===== src/rtl/imem_loader_if.sv =====
// Stream-in / imem-write-out bundle for the boot-time instruction memory loader.
// The slave modport is the loader side; the master modport is the stream source and memory observer.
interface imem_loader_if #(
  parameter int unsigned ADDR_W = 32
);
  logic [7:0]        in_data;
  logic              in_valid;
  logic              in_ready;
  logic              imem_we;
  logic [ADDR_W-1:0] imem_addr;
  logic [31:0]       imem_wdata;
  logic              cpu_enable;
  logic              done;
  logic              error;

  modport master (
    output in_data, in_valid,
    input  in_ready, imem_we, imem_addr, imem_wdata, cpu_enable, done, error
  );

  modport slave (
    input  in_data, in_valid,
    output in_ready, imem_we, imem_addr, imem_wdata, cpu_enable, done, error
  );
endinterface


===== src/rtl/imem_loader.sv =====
// Boot loader: byte stream -> little-endian 32-bit words written to imem, then releases the CPU.
// Optional trailing XOR checksum byte is enabled by defining IMEM_LOADER_CHECKSUM_EN.
module imem_loader #(
  parameter int unsigned       ADDR_W    = 32,
  parameter logic [ADDR_W-1:0] BASE_ADDR = '0,
  parameter int unsigned       MAX_WORDS = 256
) (
  input  logic           clk,
  input  logic           reset,
  imem_loader_if.slave   bus
);

  localparam int unsigned CNT_W  = 16;
  localparam int unsigned WORD_W = 32;

  typedef enum logic [2:0] {
    S_HDR0,
    S_HDR1,
    S_DATA,
`ifdef IMEM_LOADER_CHECKSUM_EN
    S_CSUM,
`endif
    S_WAIT,
    S_DONE,
    S_ERR
  } state_e;

  state_e              state_q, state_d;
  logic [CNT_W-1:0]    n_q, n_d;
  logic [CNT_W-1:0]    widx_q, widx_d;
  logic [1:0]          byte_cnt_q, byte_cnt_d;
  logic [WORD_W-1:0]   asm_q, asm_d;
  logic                in_ready_q, in_ready_d;
  logic                imem_we_q, imem_we_d;
  logic [ADDR_W-1:0]   imem_addr_q, imem_addr_d;
  logic [WORD_W-1:0]   imem_wdata_q, imem_wdata_d;
  logic                cpu_enable_q, cpu_enable_d;
  logic                done_q, done_d;
  logic                error_q, error_d;
`ifdef IMEM_LOADER_CHECKSUM_EN
  logic [7:0]          csum_q, csum_d;
`endif

  logic                xfer_c;
  logic [CNT_W-1:0]    n_full_c;
  logic [WORD_W-1:0]   asm_lane_c;

  always_ff @(posedge clk) begin
    if (reset) begin
      state_q      <= S_HDR0;
      n_q          <= '0;
      widx_q       <= '0;
      byte_cnt_q   <= '0;
      asm_q        <= '0;
      in_ready_q   <= 1'b1;
      imem_we_q    <= 1'b0;
      imem_addr_q  <= BASE_ADDR;
      imem_wdata_q <= '0;
      cpu_enable_q <= 1'b0;
      done_q       <= 1'b0;
      error_q      <= 1'b0;
`ifdef IMEM_LOADER_CHECKSUM_EN
      csum_q       <= '0;
`endif
    end else begin
      state_q      <= state_d;
      n_q          <= n_d;
      widx_q       <= widx_d;
      byte_cnt_q   <= byte_cnt_d;
      asm_q        <= asm_d;
      in_ready_q   <= in_ready_d;
      imem_we_q    <= imem_we_d;
      imem_addr_q  <= imem_addr_d;
      imem_wdata_q <= imem_wdata_d;
      cpu_enable_q <= cpu_enable_d;
      done_q       <= done_d;
      error_q      <= error_d;
`ifdef IMEM_LOADER_CHECKSUM_EN
      csum_q       <= csum_d;
`endif
    end
  end

  // Next-state and datapath; in_ready follows the next state so it is exact per state.
  always_comb begin
    state_d      = state_q;
    n_d          = n_q;
    widx_d       = widx_q;
    byte_cnt_d   = byte_cnt_q;
    asm_d        = asm_q;
    imem_we_d    = 1'b0;
    imem_addr_d  = imem_addr_q;
    imem_wdata_d = imem_wdata_q;
`ifdef IMEM_LOADER_CHECKSUM_EN
    csum_d       = csum_q;
`endif

    xfer_c     = bus.in_valid && in_ready_q;
    n_full_c   = {bus.in_data, n_q[7:0]};
    asm_lane_c = asm_q;
    asm_lane_c[{byte_cnt_q, 3'b000} +: 8] = bus.in_data;

    case (state_q)
      S_HDR0: begin
        if (xfer_c) begin
          n_d     = CNT_W'(bus.in_data);
          state_d = S_HDR1;
        end
      end
      S_HDR1: begin
        if (xfer_c) begin
          n_d = n_full_c;
          if (n_full_c == '0)                      state_d = S_DONE;
          else if (32'(n_full_c) > MAX_WORDS)      state_d = S_ERR;
          else                                     state_d = S_DATA;
        end
      end
      S_DATA: begin
        if (xfer_c) begin
          asm_d      = asm_lane_c;
          byte_cnt_d = byte_cnt_q + 2'd1;
`ifdef IMEM_LOADER_CHECKSUM_EN
          csum_d     = csum_q ^ bus.in_data;
`endif
          if (byte_cnt_q == 2'd3) begin
            imem_we_d    = 1'b1;
            imem_wdata_d = asm_lane_c;
            imem_addr_d  = BASE_ADDR + ADDR_W'({widx_q, 2'b00});
            widx_d       = widx_q + 16'd1;
            asm_d        = '0;
            if (widx_q == n_q - 16'd1) begin
`ifdef IMEM_LOADER_CHECKSUM_EN
              state_d = S_CSUM;
`else
              state_d = S_WAIT;
`endif
            end
          end
        end
      end
`ifdef IMEM_LOADER_CHECKSUM_EN
      S_CSUM: begin
        if (xfer_c) state_d = (bus.in_data == csum_q) ? S_WAIT : S_ERR;
      end
`endif
      S_WAIT:  state_d = S_DONE;
      S_DONE:  state_d = S_DONE;
      S_ERR:   state_d = S_ERR;
      default: state_d = S_HDR0;
    endcase

    in_ready_d = (state_d == S_HDR0) || (state_d == S_HDR1) || (state_d == S_DATA)
`ifdef IMEM_LOADER_CHECKSUM_EN
               || (state_d == S_CSUM)
`endif
               ;

    // Status flags lag the state by one register stage.
    done_d       = (state_q == S_DONE);
    cpu_enable_d = (state_q == S_DONE);
    error_d      = (state_q == S_ERR);
  end

  assign bus.in_ready   = in_ready_q;
  assign bus.imem_we    = imem_we_q;
  assign bus.imem_addr  = imem_addr_q;
  assign bus.imem_wdata = imem_wdata_q;
  assign bus.cpu_enable = cpu_enable_q;
  assign bus.done       = done_q;
  assign bus.error      = error_q;

endmodule

===== src/flat_wrapper.sv =====
// flat-port wrapper written by rule: the top's interface ports become plain ports
module imem_loader_flat 
#(
  parameter int unsigned       ADDR_W    = 32,
  parameter logic [ADDR_W-1:0] BASE_ADDR = '0,
  parameter int unsigned       MAX_WORDS = 256
)
  (clk, reset, bus_in_data, bus_in_valid, bus_in_ready, bus_imem_we, bus_imem_addr, bus_imem_wdata, bus_cpu_enable, bus_done, bus_error);
  imem_loader_if #(.ADDR_W(ADDR_W)) bus_i ();
  input  logic clk;
  input  logic reset;
  input wire logic [$bits(bus_i.in_data)-1:0] bus_in_data;
  input wire logic [$bits(bus_i.in_valid)-1:0] bus_in_valid;
  output wire logic [$bits(bus_i.in_ready)-1:0] bus_in_ready;
  output wire logic [$bits(bus_i.imem_we)-1:0] bus_imem_we;
  output wire logic [$bits(bus_i.imem_addr)-1:0] bus_imem_addr;
  output wire logic [$bits(bus_i.imem_wdata)-1:0] bus_imem_wdata;
  output wire logic [$bits(bus_i.cpu_enable)-1:0] bus_cpu_enable;
  output wire logic [$bits(bus_i.done)-1:0] bus_done;
  output wire logic [$bits(bus_i.error)-1:0] bus_error;
  assign bus_i.in_data = bus_in_data;
  assign bus_i.in_valid = bus_in_valid;
  assign bus_in_ready = bus_i.in_ready;
  assign bus_imem_we = bus_i.imem_we;
  assign bus_imem_addr = bus_i.imem_addr;
  assign bus_imem_wdata = bus_i.imem_wdata;
  assign bus_cpu_enable = bus_i.cpu_enable;
  assign bus_done = bus_i.done;
  assign bus_error = bus_i.error;
  imem_loader #(.ADDR_W(ADDR_W), .BASE_ADDR(BASE_ADDR), .MAX_WORDS(MAX_WORDS)) u_core (.clk(clk), .reset(reset), .bus(bus_i));
endmodule

===== config.mk =====
export PLATFORM = sky130hd
export DESIGN_NAME = imem_loader_flat
export DESIGN_NICKNAME = d
export VERILOG_FILES = /design/src/rtl/imem_loader_if.sv /design/src/rtl/imem_loader.sv /design/src/flat_wrapper.sv
export SDC_FILE = /design/constraint.sdc
export NUM_CORES = 1
export LEC_CHECK = 0
export ABC_CLOCK_PERIOD_IN_PS = 3200
export BUFFER_PORTS_ARGS = -buffer_cell sky130_fd_sc_hd__buf_2
export CAP_MARGIN = 20
export CORE_UTILIZATION = 55
export DETAILED_ROUTE_END_ITERATION = 12
export HOLD_SLACK_MARGIN = 0.02
export PLACE_DENSITY = 0.89
export SETUP_SLACK_MARGIN = 0.02
export SYNTH_ARGS = -nofsm -noshare
export SYNTH_HDL_FRONTEND = slang
export SYNTH_SLANG_ARGS = --single-unit
export TNS_END_PERCENT = 10

===== constraint.sdc =====
create_clock -name clk -period 3.2 [get_ports clk]
set_input_delay 0.64 -clock clk [delete_from_list [all_inputs] [get_ports clk]]
set_output_delay 0.64 -clock clk [all_outputs]
set_load 0.01 [all_outputs]

==> results.toml, run 1 <==
[synthesis]
synthTopCellsByCount = "129 x nor2_1, 121 x dfxtp_1, 60 x nand2_1, 46 x nor3_1, 40 x a22oi_1"
synth_cell_types = 44
synth_cells = 653
async_flop_share_pct = 0
ys_ff_latch = 121
synth_largest_area_cell = "dfxtp_1"
synth_top_area_share_pct = 45.34
ys_seq_area_share_pct = 45.34
yosys.cell_count.top_type = "nor2_1"
syn_area_sq_um = 5343
ys.flop_type = "dfxtp_1"
synth-edff-count = 0
synth.area.top_cells = "dfxtp_1 45%, nor2_1 9.1%, a22oi_1 5.6%"
yosysWarnings = 0
syn_area_per_cell_sq_um = 8.182

[setup_path]
crit_arrival_ns = 3.20
start_kind = "register"
required_ns = 3.60
crit_type = "reg -> reg"
crit_fanout = 10
end_kind = "register"

[floorplan]
fp.dieH_microns = 100.6
fp.dieW_microns = 100.6
start_util_pct = 57.28
pin_count = 80
core_sq_um = 9328
rows = 35
dieArea_sq_um = 10110

[cts]
path_clk_slew_ns = 0.06
cts_tree = "built"
postCtsResizedCells = 0
clockBufferDepth = 2
cts_buffers = 17
post_cts_buffers = 0
clock_sinks = 121
cts_hold_buf = 0
htreeDepth = 4
clk_latency_ns = 0.51
root_buffer = "clkbuf_8"

[power]
p_leak_nw = 2.576
ir_drop_mv = 0.3928
power-per-cell-area_nw_per_um2 = 611.6
net-switching-power_mw = 0.8874
seqPwrFrac_pct = 40.1
power_frac_comb_pct = 6.2
netSwitchingFraction_pct = 22.95
power.clock.fraction_pct = 53.7
p_int_mw = 2.980

[global_routing]
grt_pass1_wl_microns = 22140
grt_pass1_vias = 4597
antenna_found_initial = 0
gr-total-overflow = 0
gr-usage-all-layers_pct = 28.04
grt_max_degree = 70

[timing]
rsz0062_at_grt = "false"
max_freq_mhz = 356.7
hold_viol = 0
relSlewSlack_pct = 29.70
timing.final.max_slew_violations = 0
setup_viol = 0
finalSetupTns_ns = 0
period_minus_slack_ns = 2.803
clock_skew_ns = 0.005735
finalCritPeriodShare_pct = 87.60
worstMarginPinSlew_ns = 1.046

[detailed_routing]
firstDrtPassIters = 5
final_antenna_net_count = 0
vias = 5014
drt_iter0_markers = 489
via_per_inst = 5.941
wirelength_microns = 13630
route.detailed.drc = 0
routedWlPerCell_microns = 16.15

[placed_design]
place_area_sq_um = 5674
gp_congestion = 0.8721
portBuffers = 63
place_hpwl_microns = 8327

[final_layout]
nNetsFinal = 721
insertedDiodeCount = 0
drive_gt1_share_pct = 15.24
n_fill_cell = 732
final_area_sq_um = 6324
final_util_pct = 67.79
syn_to_final_growth_pct = 18.36

[worst_hold_path]
hp-class = "reg -> reg"

[outcome]
outcome = "complete, no violations"

[run]
cap_viol_max_count = 0
-- metrics by stage --
| stage | hold WS, ns | setup WS (ns) | instances | power [mW] |
|---|---|---|---|---|
| finish | 0.4500 | 0.3967 | 844 | 3.868 |
| global route | 0.4728 | 0.2900 | 844 | 3.972 |
| global placement | 0.4421 | 0.6052 | 811 | 1.800 |
| detailed placement | 0.4456 | 0.5484 | 812 | 1.807 |
| CTS | 0.4532 | 0.4543 | 844 | 3.870 |
| floorplan | 0.4615 | 0.8058 | 668 | 1.762 |
-- layout make-up --
type,instances,area [sq um],share of cell area [%]
clock buffers,19,431.7,6.826
clock inverters,13,217.7,3.443
inverters,11,41.29,0.6529
multi-input cells,477,2645,41.83
flip-flops and latches,121,2422,38.31
well taps,129,161.4,2.552
repair buffers,74,404.1,6.391
-- kinds of logic after synthesis --
kind of cell,synth area share [%]
other,0.07019
buffers and inverters,6.323
AND/OR/NAND/NOR,23.44
multiplexers,0.1874
adder cells (fa/ha/maj),1.874
AO/OA/AOI/OAI,17.68
XOR/XNOR,5.082
flip-flops,45.34
-- per-layer routing --
layer / GRT usage (%) / part of all wire, % / vias up
met5: 0 / 0 / -
met4: 14.72 / 3.3 / 0
met3: 6.588 / 8.1 / 41
met2: 45.36 / 48 / 280
met1: 34.81 / 40 / 2367
li1: - / - / 2326
-- critical path, cell delays in order, from the launching register on --
cell	delay [ns]
dfxtp_1	0.39
nor4_4	0.57
nand2_1	0.15
nor4_1	0.43
xnor2_1	0.18
nand3_1	0.11
or4_1	0.55
a211o_1	0.31
-- final timing paths --
check / to / slack [ns] / depth (start not counted) / from
setup / recovery: u_core.bus.in_ready / 0.40 / 7 / u_core.n_q[2]
hold / removal: u_core.bus.imem_addr[7] / 0.45 / 2 / u_core.bus.imem_addr[7]
hold reg to reg: u_core.bus.imem_addr[7] / 0.45 / 2 / u_core.bus.imem_addr[7]
setup reg to reg: u_core.bus.in_ready / 0.40 / 7 / u_core.n_q[2]
-- cells in the final DEF, fill, tap and decap left out, types with 2 or more instances in the layout --
cell type	count
buf_4	11
a22o_1	32
xor2_1	16
a211o_1	2
nor3b_1	2
xnor2_1	15
and3_1	5
nand2_1	60
buf_2	62
nor4_1	4
conb_1	16
bufinv_16	5
and3_2	2
clkbuf_16	16
nand3_1	13
dfxtp_1	121
nand2b_1	3
o211ai_1	2
clkbuf_8	2
clkinv_4	4
nor3_1	46
nor2_1	129
inv_1	9
and2_1	2
or3_1	4
a22oi_1	40
ha_1	8
a21oi_1	39
clkinvlp_4	2
o21ai_0	16
clkinv_1	2
inv_6	2
nand4_1	4
-- power groups by stage --
stage,combinational (mW),clock [mW],sequential [mW]
6_report,0.240,2.08,1.55
5_1_grt,0.263,2.16,1.55
4_1_cts,0.233,2.09,1.55
3_5_place_dp,0.226,0,1.58
3_3_place_gp,0.221,0,1.58
2_1_floorplan,0.193,0,1.57
-- registers in the layout (all words and copies together), names as in the netlist --
register               cells
u_core.byte_cnt_q          2
u_core.state_q             3
u_core.bus.cpu_enable      1
u_core.asm_q              32
u_core.n_q                16
u_core.bus.in_ready        1
u_core.bus.error           1
u_core.bus.imem_addr      16
u_core.widx_q             16
u_core.bus.imem_wdata     32
u_core.bus.imem_we         1
Note: power is estimated with default switching activity, not from simulation.
==> run 2, diff against run 1 <==
--- a/config.mk
+++ b/config.mk
@@ -5,10 +5,12 @@
 export SDC_FILE = /design/constraint.sdc
 export NUM_CORES = 1
 export LEC_CHECK = 0
-export ABC_CLOCK_PERIOD_IN_PS = 3200
+export ABC_CLOCK_PERIOD_IN_PS = 3100
 export BUFFER_PORTS_ARGS = -buffer_cell sky130_fd_sc_hd__buf_2
 export CAP_MARGIN = 20
+export CORE_MARGIN = 2
 export CORE_UTILIZATION = 55
+export CTS_BUF_LIST = sky130_fd_sc_hd__clkbuf_16
 export DETAILED_ROUTE_END_ITERATION = 12
 export HOLD_SLACK_MARGIN = 0.02
 export PLACE_DENSITY = 0.89
==> constraint.sdc (replaced) <==
create_clock -name clk -period 3.1 [get_ports clk]
set_input_delay 0.62 -clock clk [delete_from_list [all_inputs] [get_ports clk]]
set_output_delay 0.62 -clock clk [all_outputs]
set_load 0.01 [all_outputs]
==> run 2 against run 1 <==
Compared with the run above:
- global-route usage is 0.91 points lower
- highest routed layer unchanged
- setup slack got worse by 0.026 ns
- clock-buffer cell count fell by 2
- flip-flop and latch count unchanged
- final cell count is the same
- sequential power is 3% higher
- register-to-register slack got worse by 0.03 ns
- die area up 4.0%
- critical endpoint unchanged
- non-clock buffer count unchanged
- cell area fell by 1.1%
==> results.toml, run 2 (synthesis gave the netlist of run 1 again) <==
[power]
power_frac_comb_pct = 6.5
power-per-cell-area_nw_per_um2 = 607.3
power.clock.fraction_pct = 51.4
ir_drop_mv = 0.4033
netSwitchingFraction_pct = 23.49
p_leak_nw = 2.555
p_int_mw = 2.907
seqPwrFrac_pct = 42.1
total_power_mw = 3.800
net-switching-power_mw = 0.8924

[setup_path]
r2r_cells = 9
start_kind = "register"
r2r-end = "u_core.bus.in_ready"
end_kind = "register"
crit_fanout = 8
crit_arrival_ns = 3.03
path_delay_family = "simple AND/OR/NAND/NOR gates"
path_buf_inv = 1
r2r_slack_ns = 0.37
worst_r2r_startpoint = "u_core.n_q[0]"
required_ns = 3.40
max_stage_delay_ns = 0.57
cp_cell_sequence = "inv_1, ha_1, nor3b_1, and3_1, a211o_1, and3_1, a21oi_1, or4_1, a211o_1"
crit_type = "reg -> reg"
cp_slowest_cell = "or4_1"

[timing]
finalCritPeriodShare_pct = 88.04
setup_viol = 0
relSlewSlack_pct = 35.13
rsz0062_at_grt = "false"
finalSetupTns_ns = 0
clock_skew_ns = 0.008485
worstMarginPinSlew_ns = 0.9656
period_minus_slack_ns = 2.729
fin_hold_ws_ns = 0.4531
hold_viol = 0
max_freq_mhz = 366.4
timing.final.max_slew_violations = 0

[cts]
clock_sinks = 121
root_buffer = "clkbuf_16"
clk_latency_ns = 0.41
cts_buffers = 17
cts_hold_buf = 0
htreeDepth = 4
path_clk_slew_ns = 0.05
postCtsResizedCells = 0
clockBufferDepth = 2
cts_tree = "built"
post_cts_buffers = 0

[detailed_routing]
wirelength_microns = 13600
route.detailed.drc = 0
final_antenna_net_count = 0
via_per_inst = 5.929
drt_iter0_markers = 556
firstDrtPassIters = 6
routedWlPerCell_microns = 16.11
vias = 5004

[global_routing]
grt_max_degree = 78
antenna_found_initial = 0
grt_pass1_wl_microns = 22240
gr-usage-all-layers_pct = 27.13
gr-total-overflow = 0
grt_pass1_vias = 4670

[floorplan]
fp.dieH_microns = 102.6
core_sq_um = 9328
dieArea_sq_um = 10520
start_util_pct = 57.28
pin_count = 80
fp.dieW_microns = 102.6
rows = 35

[final_layout]
mostFrequentLayoutCell = "nor2_1"
final_area_sq_um = 6256
insertedDiodeCount = 0
drive_gt1_share_pct = 14.83
layout_common_cells = "129 x nor2_1, 121 x dfxtp_1, 62 x buf_2"
nNetsFinal = 721
n_fill_cell = 717
syn_to_final_growth_pct = 17.10

[worst_hold_path]
holdPathStages = 2
whs_endpoint = "u_core.bus.imem_addr[2]"
hp-class = "reg -> reg"
min_from = "u_core.bus.imem_addr[2]"

[placed_design]
place_hpwl_microns = 8586
portBuffers = 63
place_area_sq_um = 5670
gp_congestion = 0.8533

[outcome]
outcome = "complete, no violations"

[run]
cap_viol_max_count = 0
## run 2: cell types whose count changed in the layout (fill, tap and decap cells not counted)
cell and change:
clkinv_2 +3, clkinv_1 +2, clkdlybuf4s15_2 -1, clkbuf_1 -1, clkinv_4 -3, inv_6 -1
bufinv_16 -2, clkinvlp_4 +1, inv_1 +2, clkbuf_16 +1, clkbuf_8 -2, buf_4 +1
## run 2: tightest hold or removal path, cell delays in order, from the launching register on
cell and delay (ns):
dfxtp_1 0.30, nand2_1 0.05, a21oi_1 0.05
## run 2: worst max-delay path by stage
stage	cells past startpoint	to	startpoint	slack (ns)
CTS	9	u_core.bus.in_ready	u_core.n_q[0]	0.40
global placement	9	u_core.bus.in_ready	u_core.n_q[0]	0.55
detailed placement	9	u_core.bus.in_ready	u_core.n_q[0]	0.41
finish	9	u_core.bus.in_ready	u_core.n_q[0]	0.37
floorplan	10	u_core.bus.in_ready	u_core.n_q[0]	0.71
global route	9	u_core.bus.in_ready	u_core.n_q[0]	0.18
## run 2: layout make-up
class	instances	area [sq um]	area share [%]
Multi-Input combinational cell	477	2645	42.28
Sequential cell	121	2422	38.72
Tap cell	129	161.4	2.580
Clock inverter	15	160.2	2.560
Timing Repair Buffer	74	400.4	6.400
Inverter	11	41.29	0.6600
Clock buffer	17	425.4	6.800
## run 2: stage by stage
stage / util [%] / instances / setup slack, ns
after floorplan: - / 668 / 0.7058
after global placement: 60.79 / 812 / 0.5474
after detailed placement: 60.79 / 812 / 0.4139
after CTS: 67.07 / 844 / 0.4018
after global routing: 67.07 / 844 / 0.1774
final: 67.07 / 844 / 0.3707
## run 2: layer usage
metal	track usage (%)	part of all wire [%]	vias to the layer above	wire length, microns
met1	35.16	41	2317	5614
li1	-	-	2338	-
met4	12.72	2.6	0	351
met2	42.18	47	304	6360
met3	7.458	9.3	45	1269
met5	0	0	-	0
## run 2: power by group through the flow
stage	Combinational [mW]	Sequential, mW	Clock [mW]
detailed placement	0.236	1.63	0
floorplan	0.199	1.62	0
finish	0.248	1.60	1.95
CTS	0.241	1.60	1.96
global route	0.273	1.60	2.03
global placement	0.225	1.63	0
==> run 3, diff against run 2 <==
==> constraint.sdc (replaced) <==
create_clock -name clk -period 3.1 [get_ports clk]
set_input_delay 0.465 -clock clk [delete_from_list [all_inputs] [get_ports clk]]
set_output_delay 0.465 -clock clk [all_outputs]
set_load 0.01 [all_outputs]
==> run 3 against run 2 <==
Compared with the run above:
- first-iteration DRC count is 32% lower
- non-clock buffer count fell by 1
- die area is the same
- clock skew is 0.0081 ns higher
- via count decreased by 2.5%
- routed wire length shrank 2.9%
- setup slack gained 0.041 ns
- clock-buffer cell count is the same
- hold slack got worse by 0.039 ns
- flip-flop and latch count did not move
- critical path type unchanged
- highest routed layer unchanged
==> results.toml, run 3 (synthesis gave the netlist of run 1 again) <==
[outcome]
outcome = "complete, no violations"

[floorplan]
fp.dieH_microns = 102.6
fp.dieW_microns = 102.6
core_sq_um = 9328
pin_count = 80
dieArea_sq_um = 10520
rows = 35
start_util_pct = 57.28

[cts]
post_cts_buffers = 0
cts_buffers = 17
path_clk_slew_ns = 0.05
clockBufferDepth = 2
cts_hold_buf = 0
clk_latency_ns = 0.42
clock_sinks = 121
htreeDepth = 4
cts_tree = "built"
root_buffer = "clkbuf_16"
postCtsResizedCells = 0

[final_layout]
insertedDiodeCount = 0
fin_cells = 841
syn_to_final_growth_pct = 15.55
layout_common_cells = "129 x nor2_1, 121 x dfxtp_1, 62 x buf_2"
nNetsFinal = 720
drive_gt1_share_pct = 14.61
mostFrequentLayoutCell = "nor2_1"

[setup_path]
crit_type = "reg -> reg"
worst_r2r_startpoint = "u_core.n_q[0]"
required_ns = 3.39
r2r-end = "u_core.bus.in_ready"
r2r_cells = 9
start_kind = "register"
crit_fanout = 8
end_kind = "register"
crit_arrival_ns = 2.98
r2r_slack_ns = 0.41

[placed_design]
portBuffers = 63
place_hpwl_microns = 8500
dpl.cell_count = 811
gp_congestion = 0.8432

[power]
p_int_mw = 2.661
net-switching-power_mw = 0.8844
ir_drop_mv = 0.3669
power_frac_comb_pct = 6.8
netSwitchingFraction_pct = 24.95
seqPwrFrac_pct = 45.1
power.clock.fraction_pct = 48.1
p_leak_nw = 2.514
power-per-cell-area_nw_per_um2 = 574.3

[timing]
rsz0062_at_grt = "false"
worstMarginPinSlew_ns = 0.9975
relSlewSlack_pct = 32.99
finalCritPeriodShare_pct = 86.71
fin_hold_ws_ns = 0.4143
clock_skew_ns = 0.01663
finalSetupTns_ns = 0
period_minus_slack_ns = 2.688
hold_viol = 0
setup_viol = 0
max_freq_mhz = 372.0
timing.final.max_slew_violations = 0

[global_routing]
gr-usage-all-layers_pct = 26.22
gr-total-overflow = 0
grt_pass1_wl_microns = 21510
grt_pass1_vias = 4519
antenna_found_initial = 0
grt_max_degree = 66

[detailed_routing]
firstDrtPassIters = 6
routedWlPerCell_microns = 15.70
wirelength_microns = 13200
vias = 4881
drt_iter0_markers = 379
via_per_inst = 5.804
route.detailed.drc = 0
final_antenna_net_count = 0

[worst_hold_path]
holdPathStages = 3
hp-class = "in -> reg"
min_from = "bus_in_data[6]"
whs_endpoint = "u_core.n_q[6]"

[run]
cap_viol_max_count = 0
[run 3: cell count changes in the layout (fill, tap and decap cells not counted)]
cell,change
buf_4,-1
bufinv_16,-3
clkinv_4,+3
clkinvlp_4,-1
inv_1,-1
[run 3: layout make-up]
class | instances | area, sq um
clock inverter | 13 | 85.08
tap | 129 | 161.4
clock buffer | 17 | 425.4
multi-input combinational | 477 | 2645
fill | 758 | 3154
timing repair buffer | 73 | 392.9
inverter | 11 | 41.29
sequential | 121 | 2422
[run 3: layer usage]
layer  share of wire, %  global-route usage (%)  wire [microns]  vias to the layer above
met3                7.6                   6.441            1008                       37
met5                  0                       0               0                        -
met4                2.6                   13.13             344                        0
li1                   -                       -               -                     2324
met2                 47                   41.63            6169                      242
met1                 43                   33.39            5682                     2278
[run 3: worst max path at each step]
stage	from	endpoint	slack, ns
finish	u_core.n_q[0]	u_core.bus.in_ready	0.41
CTS	u_core.n_q[0]	u_core.bus.in_ready	0.45
floorplan	u_core.n_q[0]	u_core.bus.in_ready	0.71
global route	u_core.n_q[0]	u_core.bus.in_ready	0.21
global placement	u_core.n_q[0]	u_core.bus.in_ready	0.54
detailed placement	u_core.n_q[0]	u_core.bus.in_ready	0.46
[run 3: worst max-delay path, cell delays in order, from the launching register on]
cell,delay (ns)
dfxtp_1,0.39
inv_1,0.07
ha_1,0.31
xnor2_1,0.17
nand2_1,0.07
o21ai_0,0.07
a2111oi_0,0.60
nand3_1,0.13
or4_1,0.46
a211o_1,0.31
[run 3: stage by stage]
step	power, mW	util [%]	cell area [sq um]	setup slack [ns]
final	3.545	66.18	6173	0.4119
after global routing	3.652	66.18	6173	0.2059
after CTS	3.543	66.18	6173	0.4505
after detailed placement	1.866	60.71	5663	0.4563
after global placement	1.860	60.71	5663	0.5395
after floorplan	1.819	-	5399	0.7058
[run 3: power groups by stage]
| stage | sequential (mW) | clock [mW] | combinational, mW |
|---|---|---|---|
| floorplan | 1.62 | 0 | 0.199 |
| global placement | 1.63 | 0 | 0.230 |
| detailed placement | 1.63 | 0 | 0.235 |
| CTS | 1.60 | 1.71 | 0.237 |
| global route | 1.60 | 1.78 | 0.267 |
| finish | 1.60 | 1.70 | 0.242 |
